<file path="config.mk">
export PLATFORM = sky130hd
export DESIGN_NAME = iter_mul_div_flat
export DESIGN_NICKNAME = d
export VERILOG_FILES = /design/src/rtl/iter_mul_div_if.sv /design/src/rtl/iter_mul_div.sv /design/src/flat_wrapper.sv
export SDC_FILE = /design/constraint.sdc
export NUM_CORES = 1
export LEC_CHECK = 0
export BUFFER_PORTS_ARGS = -buffer_cell sky130_fd_sc_hd__clkbuf_2
export CAP_MARGIN = 20
export CORE_MARGIN = 5
export CORE_UTILIZATION = 28
export DETAILED_ROUTE_END_ITERATION = 7
export HOLD_SLACK_MARGIN = 0.05
export PLACE_DENSITY = 0.4
export SLEW_MARGIN = 20
export SYNTH_ARGS = -nofsm -noshare
export SYNTH_HDL_FRONTEND = slang
export SYNTH_SLANG_ARGS = --single-unit
</file>
<file path="constraint.sdc">
create_clock -name clk -period 13.92 [get_ports clk]
set_clock_uncertainty 0.05 [all_clocks]
set_input_delay 0.696 -clock clk [delete_from_list [all_inputs] [get_ports clk]]
set_output_delay 0.696 -clock clk [all_outputs]
set_load 0.03 [all_outputs]
</file>
<file path="src/rtl/iter_mul_div_if.sv">
// ---------------------------------------------------------------------------
// iter_mul_div_if
//   Request/response bundle between the EX stage and the iterative
//   multiply/divide unit.
//
//   Handshake: a request is taken on a rising clock edge when start=1,
//   busy=0 and flush=0 (op/src_a/src_b are sampled on that edge). While
//   busy=1 any start is ignored and never queued. The result is valid on
//   hi_out/lo_out/div_by_zero in the single cycle where done=1, and
//   we_hi/we_lo mirror done. flush cancels an operation in flight.
//
//   Signals (master = requester, slave = unit):
//     start, op[1:0], src_a, src_b, flush   master -> slave
//     busy, done, we_hi, we_lo,
//     hi_out, lo_out, div_by_zero           slave  -> master
// ---------------------------------------------------------------------------
interface iter_mul_div_if #(
  parameter int WIDTH = 32
);
  logic             start;
  logic [1:0]       op;
  logic [WIDTH-1:0] src_a;
  logic [WIDTH-1:0] src_b;
  logic             flush;
  logic             busy;
  logic             done;
  logic             we_hi;
  logic             we_lo;
  logic [WIDTH-1:0] hi_out;
  logic [WIDTH-1:0] lo_out;
  logic             div_by_zero;

  modport master (
    output start, op, src_a, src_b, flush,
    input  busy, done, we_hi, we_lo, hi_out, lo_out, div_by_zero
  );

  modport slave (
    input  start, op, src_a, src_b, flush,
    output busy, done, we_hi, we_lo, hi_out, lo_out, div_by_zero
  );
endinterface

</file>
<file path="src/rtl/iter_mul_div.sv">
// ---------------------------------------------------------------------------
// iter_mul_div
//   Multi-cycle MULT/MULTU/DIV/DIVU unit. Works on operand magnitudes:
//   radix-2 shift-add multiply and restoring divide, one bit per cycle,
//   followed by a sign fix-up cycle. op: 00 MULT, 01 MULTU, 10 DIV, 11 DIVU.
//   HI/LO = product[2W-1:W]/product[W-1:0] or remainder/quotient.
//   Divide by zero finishes the cycle after accept with lo=all ones,
//   hi=src_a and div_by_zero=1.
//
//   Optional feature: define MULDIV_FAST_MUL_EN to replace the iterative
//   multiply with a single-cycle WIDTHxWIDTH multiplier (MUL lasts 1 cycle).
//
//   Ports:
//     clk          rising-edge clock
//     rst          asynchronous active-high reset
//     bus          iter_mul_div_if.slave (request, flush, results, strobes)
//     dbg_state_o  current FSM state (IDLE=0 MUL=1 DIV=2 FIX=3 DONE=4)
// ---------------------------------------------------------------------------
module iter_mul_div #(
  parameter int WIDTH = 32,
  parameter int CNT_W = 6
) (
  input  logic          clk,
  input  logic          rst,
  iter_mul_div_if.slave bus,
  output logic [2:0]    dbg_state_o
);

  typedef enum logic [2:0] {
    S_IDLE = 3'd0,
    S_MUL  = 3'd1,
    S_DIV  = 3'd2,
    S_FIX  = 3'd3,
    S_DONE = 3'd4
  } state_t;

  localparam logic [WIDTH-1:0]   ONE_W   = WIDTH'(1);
  localparam logic [2*WIDTH-1:0] ONE_2W  = (2*WIDTH)'(1);
  localparam logic [CNT_W-1:0]   CNT_END = CNT_W'(WIDTH - 1);

  state_t             state_q, state_d;
  logic [1:0]         op_q, op_d;
  logic [WIDTH-1:0]   a_mag_q, a_mag_d;
  logic [WIDTH-1:0]   b_mag_q, b_mag_d;
  // MUL: {partial product high, multiplier shifting out}.
  // DIV: {partial remainder, dividend shifting out / quotient shifting in}.
  logic [2*WIDTH-1:0] acc_q, acc_d;
  logic [CNT_W-1:0]   cnt_q, cnt_d;
  logic               res_neg_q, res_neg_d;
  logic               rem_neg_q, rem_neg_d;
  logic [WIDTH-1:0]   hi_q, hi_d;
  logic [WIDTH-1:0]   lo_q, lo_d;
  logic               dbz_q, dbz_d;

  // Operand conditioning at accept. Signs are only recorded for signed ops,
  // so the fix-up stage needs no knowledge of the opcode.
  logic             in_signed, a_neg_in, b_neg_in, accept;
  logic [WIDTH-1:0] a_abs, b_abs;

  assign accept    = bus.start & ~bus.flush;
  assign in_signed = ~bus.op[0];
  assign a_neg_in  = in_signed & bus.src_a[WIDTH-1];
  assign b_neg_in  = in_signed & bus.src_b[WIDTH-1];
  // MIN maps onto itself, which read as unsigned is the correct magnitude.
  assign a_abs     = a_neg_in ? (~bus.src_a + ONE_W) : bus.src_a;
  assign b_abs     = b_neg_in ? (~bus.src_b + ONE_W) : bus.src_b;

  // Multiply step
  logic [2*WIDTH-1:0] mul_next;
`ifdef MULDIV_FAST_MUL_EN
  assign mul_next = {{WIDTH{1'b0}}, a_mag_q} * {{WIDTH{1'b0}}, b_mag_q};
`else
  // Add multiplicand into the high half when the multiplier LSB is set,
  // then shift the whole register right, keeping the carry.
  logic [WIDTH:0] mul_sum;
  assign mul_sum  = {1'b0, acc_q[2*WIDTH-1:WIDTH]}
                  + (acc_q[0] ? {1'b0, a_mag_q} : {(WIDTH+1){1'b0}});
  assign mul_next = {mul_sum, acc_q[WIDTH-1:1]};
`endif

  // Restoring divide step: shift in the next dividend bit and try to
  // subtract the divisor; keep the difference only if it is non-negative.
  logic [WIDTH:0]     div_shift;
  logic [WIDTH+1:0]   div_trial;
  logic               div_ok;
  logic [WIDTH-1:0]   div_rem;
  logic [2*WIDTH-1:0] div_next;

  assign div_shift = {acc_q[2*WIDTH-1:WIDTH], acc_q[WIDTH-1]};
  assign div_trial = {1'b0, div_shift} - {2'b00, b_mag_q};
  assign div_ok    = ~div_trial[WIDTH+1];
  assign div_rem   = div_ok ? div_trial[WIDTH-1:0] : div_shift[WIDTH-1:0];
  assign div_next  = {div_rem, acc_q[WIDTH-2:0], div_ok};

  // Sign fix-up
  logic [2*WIDTH-1:0] prod_fix;
  logic [WIDTH-1:0]   quo_fix, rem_fix;

  assign prod_fix = res_neg_q ? (~acc_q + ONE_2W) : acc_q;
  assign quo_fix  = res_neg_q ? (~acc_q[WIDTH-1:0] + ONE_W) : acc_q[WIDTH-1:0];
  assign rem_fix  = rem_neg_q ? (~acc_q[2*WIDTH-1:WIDTH] + ONE_W)
                              : acc_q[2*WIDTH-1:WIDTH];

  always_comb begin
    state_d   = state_q;
    op_d      = op_q;
    a_mag_d   = a_mag_q;
    b_mag_d   = b_mag_q;
    acc_d     = acc_q;
    cnt_d     = cnt_q;
    res_neg_d = res_neg_q;
    rem_neg_d = rem_neg_q;
    hi_d      = hi_q;
    lo_d      = lo_q;
    dbz_d     = dbz_q;

    unique case (state_q)
      S_IDLE: begin
        if (accept) begin
          op_d      = bus.op;
          a_mag_d   = a_abs;
          b_mag_d   = b_abs;
          res_neg_d = a_neg_in ^ b_neg_in;
          rem_neg_d = a_neg_in;
          cnt_d     = '0;
          if (bus.op[1]) begin
            acc_d = {{WIDTH{1'b0}}, a_abs};
            if (bus.src_b == '0) begin
              hi_d    = bus.src_a;
              lo_d    = '1;
              dbz_d   = 1'b1;
              state_d = S_DONE;
            end else begin
              state_d = S_DIV;
            end
          end else begin
            acc_d   = {{WIDTH{1'b0}}, b_abs};
            state_d = S_MUL;
          end
        end
      end

      S_MUL: begin
        if (bus.flush) begin
          state_d = S_IDLE;
        end else begin
          acc_d = mul_next;
`ifdef MULDIV_FAST_MUL_EN
          state_d = S_FIX;
`else
          cnt_d = cnt_q + 1'b1;
          if (cnt_q == CNT_END) state_d = S_FIX;
`endif
        end
      end

      S_DIV: begin
        if (bus.flush) begin
          state_d = S_IDLE;
        end else begin
          acc_d = div_next;
          cnt_d = cnt_q + 1'b1;
          if (cnt_q == CNT_END) state_d = S_FIX;
        end
      end

      S_FIX: begin
        if (bus.flush) begin
          state_d = S_IDLE;
        end else begin
          if (op_q[1]) begin
            hi_d = rem_fix;
            lo_d = quo_fix;
          end else begin
            hi_d = prod_fix[2*WIDTH-1:WIDTH];
            lo_d = prod_fix[WIDTH-1:0];
          end
          dbz_d   = 1'b0;
          state_d = S_DONE;
        end
      end

      // Result is already committed here, so flush has no effect.
      S_DONE: state_d = S_IDLE;

      default: state_d = S_IDLE;
    endcase
  end

  always_ff @(posedge clk or posedge rst) begin
    if (rst) begin
      state_q   <= S_IDLE;
      op_q      <= '0;
      a_mag_q   <= '0;
      b_mag_q   <= '0;
      acc_q     <= '0;
      cnt_q     <= '0;
      res_neg_q <= 1'b0;
      rem_neg_q <= 1'b0;
      hi_q      <= '0;
      lo_q      <= '0;
      dbz_q     <= 1'b0;
    end else begin
      state_q   <= state_d;
      op_q      <= op_d;
      a_mag_q   <= a_mag_d;
      b_mag_q   <= b_mag_d;
      acc_q     <= acc_d;
      cnt_q     <= cnt_d;
      res_neg_q <= res_neg_d;
      rem_neg_q <= rem_neg_d;
      hi_q      <= hi_d;
      lo_q      <= lo_d;
      dbz_q     <= dbz_d;
    end
  end

  assign bus.busy        = (state_q != S_IDLE);
  assign bus.done        = (state_q == S_DONE);
  assign bus.we_hi       = (state_q == S_DONE);
  assign bus.we_lo       = (state_q == S_DONE);
  assign bus.hi_out      = hi_q;
  assign bus.lo_out      = lo_q;
  assign bus.div_by_zero = dbz_q;
  assign dbg_state_o     = state_q;

endmodule
</file>
<file path="src/flat_wrapper.sv">
// flat-port wrapper written by rule: the top's interface ports become plain ports
module iter_mul_div_flat 
#(
  parameter int WIDTH = 32,
  parameter int CNT_W = 6
)
  (clk, rst, dbg_state_o, bus_start, bus_op, bus_src_a, bus_src_b, bus_flush, bus_busy, bus_done, bus_we_hi, bus_we_lo, bus_hi_out, bus_lo_out, bus_div_by_zero);
  iter_mul_div_if #(.WIDTH(WIDTH)) bus_i ();
  input  logic clk;
  input  logic rst;
  output logic [2:0] dbg_state_o;
  input wire logic [$bits(bus_i.start)-1:0] bus_start;
  input wire logic [$bits(bus_i.op)-1:0] bus_op;
  input wire logic [$bits(bus_i.src_a)-1:0] bus_src_a;
  input wire logic [$bits(bus_i.src_b)-1:0] bus_src_b;
  input wire logic [$bits(bus_i.flush)-1:0] bus_flush;
  output wire logic [$bits(bus_i.busy)-1:0] bus_busy;
  output wire logic [$bits(bus_i.done)-1:0] bus_done;
  output wire logic [$bits(bus_i.we_hi)-1:0] bus_we_hi;
  output wire logic [$bits(bus_i.we_lo)-1:0] bus_we_lo;
  output wire logic [$bits(bus_i.hi_out)-1:0] bus_hi_out;
  output wire logic [$bits(bus_i.lo_out)-1:0] bus_lo_out;
  output wire logic [$bits(bus_i.div_by_zero)-1:0] bus_div_by_zero;
  assign bus_i.start = bus_start;
  assign bus_i.op = bus_op;
  assign bus_i.src_a = bus_src_a;
  assign bus_i.src_b = bus_src_b;
  assign bus_i.flush = bus_flush;
  assign bus_busy = bus_i.busy;
  assign bus_done = bus_i.done;
  assign bus_we_hi = bus_i.we_hi;
  assign bus_we_lo = bus_i.we_lo;
  assign bus_hi_out = bus_i.hi_out;
  assign bus_lo_out = bus_i.lo_out;
  assign bus_div_by_zero = bus_i.div_by_zero;
  iter_mul_div #(.WIDTH(WIDTH), .CNT_W(CNT_W)) u_core (.clk(clk), .rst(rst), .bus(bus_i), .dbg_state_o(dbg_state_o));
endmodule
</file>
# --- Word level (Yosys, flattened, before mapping) ---
# Cells that the tools add are included.
word_totals:
  regBits: 206
  elab_cells: 95
  out_inout_bits: 72
classes:
  n_mux: 39
  n_bitwise: 12
  n_reduce_logical: 12
  addsub: 8
  eq_ne: 13
op_table:
  columns: ["cell", "n"]
  rows:
  - ["2-to-1 mux 32 bit", 17]
  - ["2-to-1 mux 64 bit", 4]
  - ["case mux 64 bit (3 select lines)", 1]
  - ["adder 32 x 1 -> 32 bit (second input constant)", 4]
  - ["NOT 32 bit", 4]
  - ["case mux 32 bit (2 select lines)", 2]
  - ["adder 64 x 1 -> 64 bit (second input constant)", 1]
  - ["NOT 64 bit", 1]
  - ["subtractor 33 x 32 -> 34 bit", 1]
  - ["adder 32 x 33 -> 33 bit", 1]
  - ["logical NOT 32 bit", 1]
  - ["2-to-1 mux 3 bit", 6]
  - ["2-to-1 mux 6 bit", 2]
  - ["case mux 6 bit (2 select lines)", 1]
  - ["inequality test 2 bit (second input constant)", 5]
  - ["case mux 3 bit (3 select lines)", 1]
  - ["adder 6 x 1 -> 6 bit (second input constant)", 1]
  - ["== test 3 x 2 -> 1 bit (second input constant)", 2]
  - ["== test 6 x 5 -> 1 bit (second input constant)", 1]
  - ["nonzero test 3 bit", 2]
  - ["AND reduction 5 bit", 1]
  - ["2-to-1 mux 1 bit", 4]
  - ["inequality test 2 x 1 -> 1 bit (second input constant)", 2]
  - ["AND reduction 2 bit", 2]
  - ["12 further kinds", 17]

# --- Depth between registers and ports, before layout ---
# Gate-level depths: netlist of run 1.
logic_depth:
  ltp_word: 6
  mapped_depth: 14

# --- Least setup slack after synthesis of run 1 ---
# No wires, ideal clock.
synth_timing:
  path_type: "reg2reg"
  startpoint: "reg u_core.acc_q[41]"
  endpoint: "reg u_core.acc_q[60]"
  t_arrival_ps: 3470
  required_time_ps: 13742
  setup_ps: 128
  slack_ps: 10272
  path_buffers: 2
  stages_incl_launch_ff: 13
  path_cell_list: "dfrtp_1 -> ha_1 -> a21o_1 -> or2_2 -> a2111oi_0 -> o21ai_0 -> and4_1 -> a2111oi_2 -> buf_2 -> clkbuf_1 -> nor2_1 -> mux2i_1 -> nand3_1"
synth_between:
  elab_chain_cells: 4
synth_rtl:
  columns: ["element", "line", "source"]
  rows:
  - ["start: declaration", "iter_mul_div.sv:47", "logic [2*WIDTH-1:0] acc_q, acc_d;"]
  - ["start signal: assignment", "iter_mul_div.sv:196", "acc_q <= '0;"]
  - ["start signal: assignment", "iter_mul_div.sv:208", "acc_q <= acc_d;"]
  - ["subtractor 33 x 32 -> 34 bit", "iter_mul_div.sv:90", "assign div_trial = {1'b0, div_shift} - {2'b00, b_mag_q};"]
  - ["2-to-1 mux 32 bit", "iter_mul_div.sv:92", "assign div_rem = div_ok ? div_trial[WIDTH-1:0] : div_shift[WIDTH-1:0];"]
  - ["2-to-1 mux 64 bit", "iter_mul_div.sv:158", "if (bus.flush) begin"]
  - ["case mux 64 bit (3 select lines) (*)", "iter_mul_div.sv:117", "unique case (state_q)"]
# Every way passes the cells marked *; elsewhere a longest branch is shown, timed or not. The select of a mux whose other input is x is not followed.
# A chain may end at the register's enable or synchronous reset.

# --- Worst setup path in the final report of run 1 ---
layout_timing:
  startpoint: "reg u_core.acc_q[41]"
  endpoint: "reg u_core.acc_q[33]"
layout_between:
  elab_chain_cells: 4
layout_rtl:
  columns: ["element", "line"]
  rows:
  - ["subtractor 33 x 32 -> 34 bit", "iter_mul_div.sv:90"]
  - ["2-to-1 mux 32 bit", "iter_mul_div.sv:92"]
  - ["2-to-1 mux 64 bit", "iter_mul_div.sv:158"]
  - ["case mux 64 bit (3 select lines)", "iter_mul_div.sv:117"]
# Every way passes these cells. The select of a mux whose other input is x is not followed.

==> results.toml, run 1 <==
[run_status]
status = "completed"

[synth]
syn_inst = 1902
synthFlopType = "dfrtp_1"
syn-num-nets = 2043
avgSynthCellArea_sq_um = 8.18
synth-edff-count = 0
synth_seq_cells = 205
syn_area_sq_um = 15600
synth-warning-count = 0
synth_cell_types = 77
async_flop_share = 1.00
synth_seq_area_share = 0.330

[job]
cap_violations = 0

[die]
rows = 86
core_sq_um = 55100
dieArea_sq_um = 60400
die_w_um = 246
chipHeight_um = 246
start_util = 0.283
io_pins = 142

[setup_path]
critPathKind = "reg -> reg"
arrival_ns = 5.60
start_kind = "flip-flop"
required_ns = 14.30
endpoint_kind = "flip-flop"
crit_fanout = 28

[cells_and_area]
area_growth_pct = 15.3
finalInstanceArea_sq_um = 17900
drive_gt1_frac = 0.124
num_antenna_cells = 0
nets = 2117

[detailed_routing]
wl_met2_um = 29100
drc = 0
antenna_left = 0
vias = 15000
wl_met1_um = 31900
drt_iter0_markers = 1243
routed_wl_um = 66100
routedWlPerCell_um = 24.1
viasPerCell = 5.47
dr.pass1.iters = 5
dr_wl_met3_um = 3730
topRoutingLayerUsed = "met4"

[clocking]
tritoncts = "yes"
clk-insertion-delay-late_ns = 0.60
post_cts_resize_count = 0
cts_inserted_buffers = 28
htreeDepth = 1
postCtsSetupBuffers = 0
clock_path_buffers = 3
path_clk_slew_ns = 0.06
clk_root_buffer_cell = "clkbuf_16"
clock-sinks = 205
cts-hold-fix-buffers = 0

[sta]
period_share = 0.375
setup_violations = 0
rsz0062_at_grt = "false"
period_needed_ns = 5.22
fin_ws_ns = 8.70
finalMaxSlewViolations = 0
hold_violations = 0
worst_pin_slew_ns = 1.13
timing.fmax_mhz = 192
hold_ws_ns = 0.0642
tns_ns = 0
slew_headroom = 0.244

[placement]
dp_slack_ns = 8.72
dpl.hpwl_um = 51500
gp_congestion = 0.906
portBuffers = 141
place_area_sq_um = 17000

[power_and_ir_drop]
leakagePower_nw = 7.88
p_per_area_nw_per_um2 = 209
ir_drop_uv = 97.5

[global_route]
grt_overflow = 0
grt.total_usage = 0.212
grt_antenna_before_repair = 1
grt_max_degree = 87
grt_pass1_wl_um = 98200
grt_pass1_vias = 14400

[worst_hold_path]
min_path_type = "in -> async"
-- layout by cell type, fill, tap and decap left out, types with 8 or more instances in the layout --
cell type,n
or4_1,19
o21ai_0,235
or2_2,9
o21a_1,18
a211oi_1,10
a21oi_1,144
a221oi_1,15
nor2_1,121
a21o_1,36
clkbuf_2,141
nor2b_1,15
a31oi_1,29
inv_1,59
mux2i_1,47
nand2_1,200
a221o_1,8
o31ai_1,20
or3_1,19
and3_1,25
dfrtp_1,205
clkbuf_16,28
a22oi_1,20
buf_4,18
clkbuf_8,8
o41ai_1,15
nand2b_1,16
xor2_1,92
nand3_1,29
and2_1,36
nor3_1,42
ha_1,69
a222oi_1,15
nor4_1,16
xnor2_1,76
o211ai_1,13
nand4_1,13
-- layout make-up --
| class | count | area [sq um] |
|---|---|---|
| Timing Repair Buffer | 161 | 872 |
| Clock inverter | 12 | 143 |
| Multi-Input combinational cell | 1518 | 9810 |
| Inverter | 62 | 240 |
| Tap cell | 748 | 936 |
| Fill cell | 5949 | 37100 |
| Clock buffer | 39 | 822 |
| Sequential cell | 205 | 5130 |
-- worst max-delay path: stages, from the launching register on --
cell and delay [ns]:
dfrtp_1 0.50, ha_1 0.42, a21o_1 0.23, or2_2 0.29, a2111oi_0 0.77, o21ai_0 0.41, and4_1 0.28, a2111oi_4 0.80
buf_4 0.54, mux2_2 0.39, a221oi_1 0.28, a21oi_1 0.06
-- layer usage --
layer	vias up	track usage
met5	-	0
met4	0	0.0435
met3	77	0.0257
met2	497	0.329
met1	7362	0.318
li1	7073	-
-- worst paths after layout --
path,from,endpoint,slack [ns],depth (start not counted)
min in group clk,bus_src_a[13],u_core.bus.hi_out[13],0.33,3
max in group asynchronous,rst,u_core.b_mag_q[15],11.66,4
setup reg to reg,u_core.acc_q[41],u_core.acc_q[33],8.70,11
hold reg to reg,u_core.a_mag_q[9],u_core.a_mag_q[9],0.42,2
hold / removal,rst,u_core.bus.hi_out[16],0.06,2
setup / recovery,u_core.acc_q[41],u_core.acc_q[33],8.70,11
-- cell usage after synthesis (10+ instances only) --
| cell | n | share of area |
|---|---|---|
| o21ai_0 | 236 | 0.076 |
| dfrtp_1 | 205 | 0.33 |
| nand2_1 | 200 | 0.048 |
| a21oi_1 | 145 | 0.047 |
| nor2_1 | 126 | 0.030 |
| clkbuf_1 | 103 | 0.025 |
| xor2_1 | 92 | 0.052 |
| xnor2_1 | 76 | 0.043 |
| ha_1 | 69 | 0.055 |
| inv_1 | 60 | 0.014 |
| mux2i_1 | 47 | 0.030 |
| nor3_1 | 42 | 0.014 |
| a21o_1 | 36 | 0.017 |
| and2_1 | 36 | 0.014 |
| nand3_1 | 30 | 0.0096 |
| a31oi_1 | 29 | 0.012 |
| and3_1 | 25 | 0.010 |
| a22oi_1 | 20 | 0.0096 |
| o31ai_1 | 20 | 0.0096 |
| or3_1 | 19 | 0.0076 |
| or4_1 | 19 | 0.0092 |
| o21a_1 | 18 | 0.0087 |
| nand2b_1 | 16 | 0.0064 |
| nor4_1 | 16 | 0.0064 |
| a221oi_1 | 15 | 0.0084 |
| a222oi_1 | 15 | 0.0096 |
| nor2b_1 | 15 | 0.0060 |
| o41ai_1 | 15 | 0.0084 |
| nand4_1 | 13 | 0.0052 |
| o211ai_1 | 13 | 0.0063 |
| a211oi_1 | 10 | 0.0048 |
-- flip-flops by register name (all words and copies together), names as in the netlist --
name	cells
u_core.a_mag_q	32
u_core.acc_q	64
u_core.b_mag_q	32
u_core.bus.div_by_zero	1
u_core.bus.hi_out	32
u_core.bus.lo_out	32
u_core.cnt_q	6
u_core.dbg_state_o	3
u_core.op_q	1
u_core.rem_neg_q	1
u_core.res_neg_q	1
-- stage by stage --
stage	cells	total power (W)	util
floorplan	1902	0.00233	-
global placement	2693	0.00300	0.308
detailed placement	2694	0.00299	0.308
CTS	2745	0.00377	0.326
global route	2745	0.00402	0.326
finish	2745	0.00375	0.326
-- report_power, final --
group	switching, W	internal, W	leakage, nW	total, W
Combinational	0.00124	0.000712	4.90	0.00196
Sequential	0.000252	0.000786	2.51	0.00104
Clock	0.000311	0.000449	0.470	0.000760
Total	0.00181	0.00195	7.88	0.00375
-- kinds of logic after synthesis --
| logic type | after synthesis | synth area share |
|---|---|---|
| AOI/OAI and AO/OA | 640 | 0.255 |
| and+or+nand+nor | 585 | 0.182 |
| DFF | 205 | 0.330 |
| buffers and inverters | 179 | 0.0448 |
| xor gates and xnor gates | 168 | 0.0945 |
| adders and majority gates | 71 | 0.0580 |
| muxes | 54 | 0.0353 |
(Power assumes the default switching activity.)
==> run 2, diff against run 1 <==
--- a/config.mk
+++ b/config.mk
@@ -11,7 +11,7 @@
 export CORE_UTILIZATION = 28
 export DETAILED_ROUTE_END_ITERATION = 7
 export HOLD_SLACK_MARGIN = 0.05
-export PLACE_DENSITY = 0.4
+export PLACE_DENSITY = 0.41
 export SLEW_MARGIN = 20
 export SYNTH_ARGS = -nofsm -noshare
 export SYNTH_HDL_FRONTEND = slang
==> constraint.sdc (replaced) <==
create_clock -name clk -period 4.4 [get_ports clk]
set_clock_uncertainty 0.05 [all_clocks]
set_input_delay 0.22 -clock clk [delete_from_list [all_inputs] [get_ports clk]]
set_output_delay 0.22 -clock clk [all_outputs]
set_load 0.03 [all_outputs]
==> run 2 against run 1 <==
Cell count is 3.0% higher. Global-route usage about the same. Final area is 4.4% higher. Flip-flop and latch count unchanged. Via count grew 1.9%. Die area did not move. Critical path depth shrank 3. Critical path type unchanged. Critical endpoint is now u_core.bus.hi_out[19]. Highest routed layer unchanged.
==> results.toml, run 2 (synthesis results as in run 1) <==
[worst_hold_path]
min_path_type = "in -> reg"
hold_path.startpoint = "bus_src_b[24]"

[cells_and_area]
num_antenna_cells = 0
area_growth_pct = 20.4
layout_commonest_cell = "o21ai_0"
ff_latch_area_sq_um = 5130
drive_gt1_frac = 0.136
fillers = 5904
top_register = "u_core.acc_q"
nets = 2199
multi_input_area_sq_um = 9800
final_cell_mix = "235 x o21ai_0, 205 x dfrtp_1, 200 x nand2_1"
finalNonFillerCells = 2827
largest_register_ffs = 64

[sta]
period_needed_ns = 4.08
timing.fmax_mhz = 245
setup_violations = 0
hold_violations = 0
period_share = 0.926
finalMaxSlewViolations = 0
fin_ws_ns = 0.324
tns_ns = 0
rsz0062_at_grt = "false"
slew_headroom = 0.309
worst_pin_slew_ns = 1.03

[clocking]
cts-hold-fix-buffers = 41
post_cts_resize_count = 0
cts_inserted_buffers = 29
postCtsSetupBuffers = 0
clk_root_buffer_cell = "clkbuf_16"
path_clk_slew_ns = 0.06
htreeDepth = 1
clk-insertion-delay-late_ns = 0.57
clock-sinks = 205
tritoncts = "yes"
clock_path_buffers = 3

[setup_path]
regToRegStartpoint = "u_core.acc_q[2]"
path_cells = "or4_4, or4_4, or4b_1, nor2_1, nor2_1, o41ai_1, xor2_1, o21ai_0"
required_ns = 4.78
slowest_delay_ns = 0.67
critPathKind = "reg -> reg"
cp_slowest_cell = "or4b_1"
crit_fanout = 8
start_kind = "flip-flop"
arrival_ns = 4.46
crit_path_start = "u_core.acc_q[2]"
endpoint_kind = "flip-flop"

[global_route]
grt_overflow = 0
grt_antenna_before_repair = 1
grt_pass1_wl_um = 98600
grt_pass1_vias = 14700
grt_max_degree = 131
grt.total_usage = 0.212

[placement]
portBuffers = 141
gp_congestion = 0.936
dpl.hpwl_um = 51200
dp_slack_ns = 0.370
dp.cells = 2734

[die]
start_util = 0.283
rows = 86
dieArea_sq_um = 60400
io_pins = 142
chipHeight_um = 246
die_w_um = 246
core_sq_um = 55100

[detailed_routing]
viasPerCell = 5.41
vias = 15300
dr.pass1.iters = 6
drc = 0
antenna_left = 0
routed_wl_um = 66200
drt_iter0_markers = 1304
routedWlPerCell_um = 23.4

[run_status]
status = "completed"

[power_and_ir_drop]
leakagePower_nw = 8.28
p_per_area_nw_per_um2 = 653
ir_drop_uv = 214
total_power_w = 0.0122

[job]
cap_violations = 0
[run 2: cell count changes in the layout (fill, tap and decap cells not counted), sizes merged]
cell | previous run | this run
buf | 20 | 60
bufinv | 2 | 6
clkbuf | 180 | 181
clkinv | 9 | 7
clkinvlp | 3 | 2
dlygate4sd3 | 0 | 41
inv | 60 | 59
[run 2: stage by stage]
stage	cell area, sq um	utilization	hold slack, ns
floorplan	15600	-	0.266
finish	18700	0.340	0.0720
global placement	17300	0.314	0.0913
CTS	18700	0.340	0.0501
global route	18700	0.340	0.0825
detailed placement	17300	0.314	0.0962
[run 2: critical path: cells and delay by family (launching register included)]
family / cells / cell delay, ns
AND/OR/NAND/NOR: 5 / 2.40
AO/OA/AOI/OAI: 2 / 0.62
flip-flops: 1 / 0.46
XOR/XNOR: 1 / 0.41
[run 2: worst paths after layout]
| check | slack, ns | cells past startpoint | endpoint |
|---|---|---|---|
| max in group asynchronous | 2.49 | 5 | u_core.acc_q[10] |
| min in group asynchronous | 0.64 | 4 | u_core.bus.hi_out[2] |
| max | 0.32 | 8 | u_core.bus.hi_out[19] |
| min reg2reg | 0.42 | 2 | u_core.bus.hi_out[23] |
| max reg2reg | 0.32 | 8 | u_core.bus.hi_out[19] |
| min | 0.07 | 3 | u_core.b_mag_q[24] |
[run 2: final cells by class]
type,instances,area share
well taps,748,0.0499
clock buffers,40,0.0431
multi-input cells,1518,0.523
repair buffers,242,0.0856
flip-flops and latches,205,0.274
clock inverters,12,0.0120
inverters,62,0.0126
[run 2: power breakdown]
group	internal (W)	total [W]	switching, W
clock network	0.00163	0.00260	0.000970
logic	0.00245	0.00649	0.00403
registers	0.00249	0.00316	0.000676
total	0.00657	0.0122	0.00568
[run 2: layer usage]
layer	wire length (um)	global-route usage
met1	31800	0.316
met2	29000	0.331
met3	3640	0.0245
met4	1690	0.0494
met5	0	0
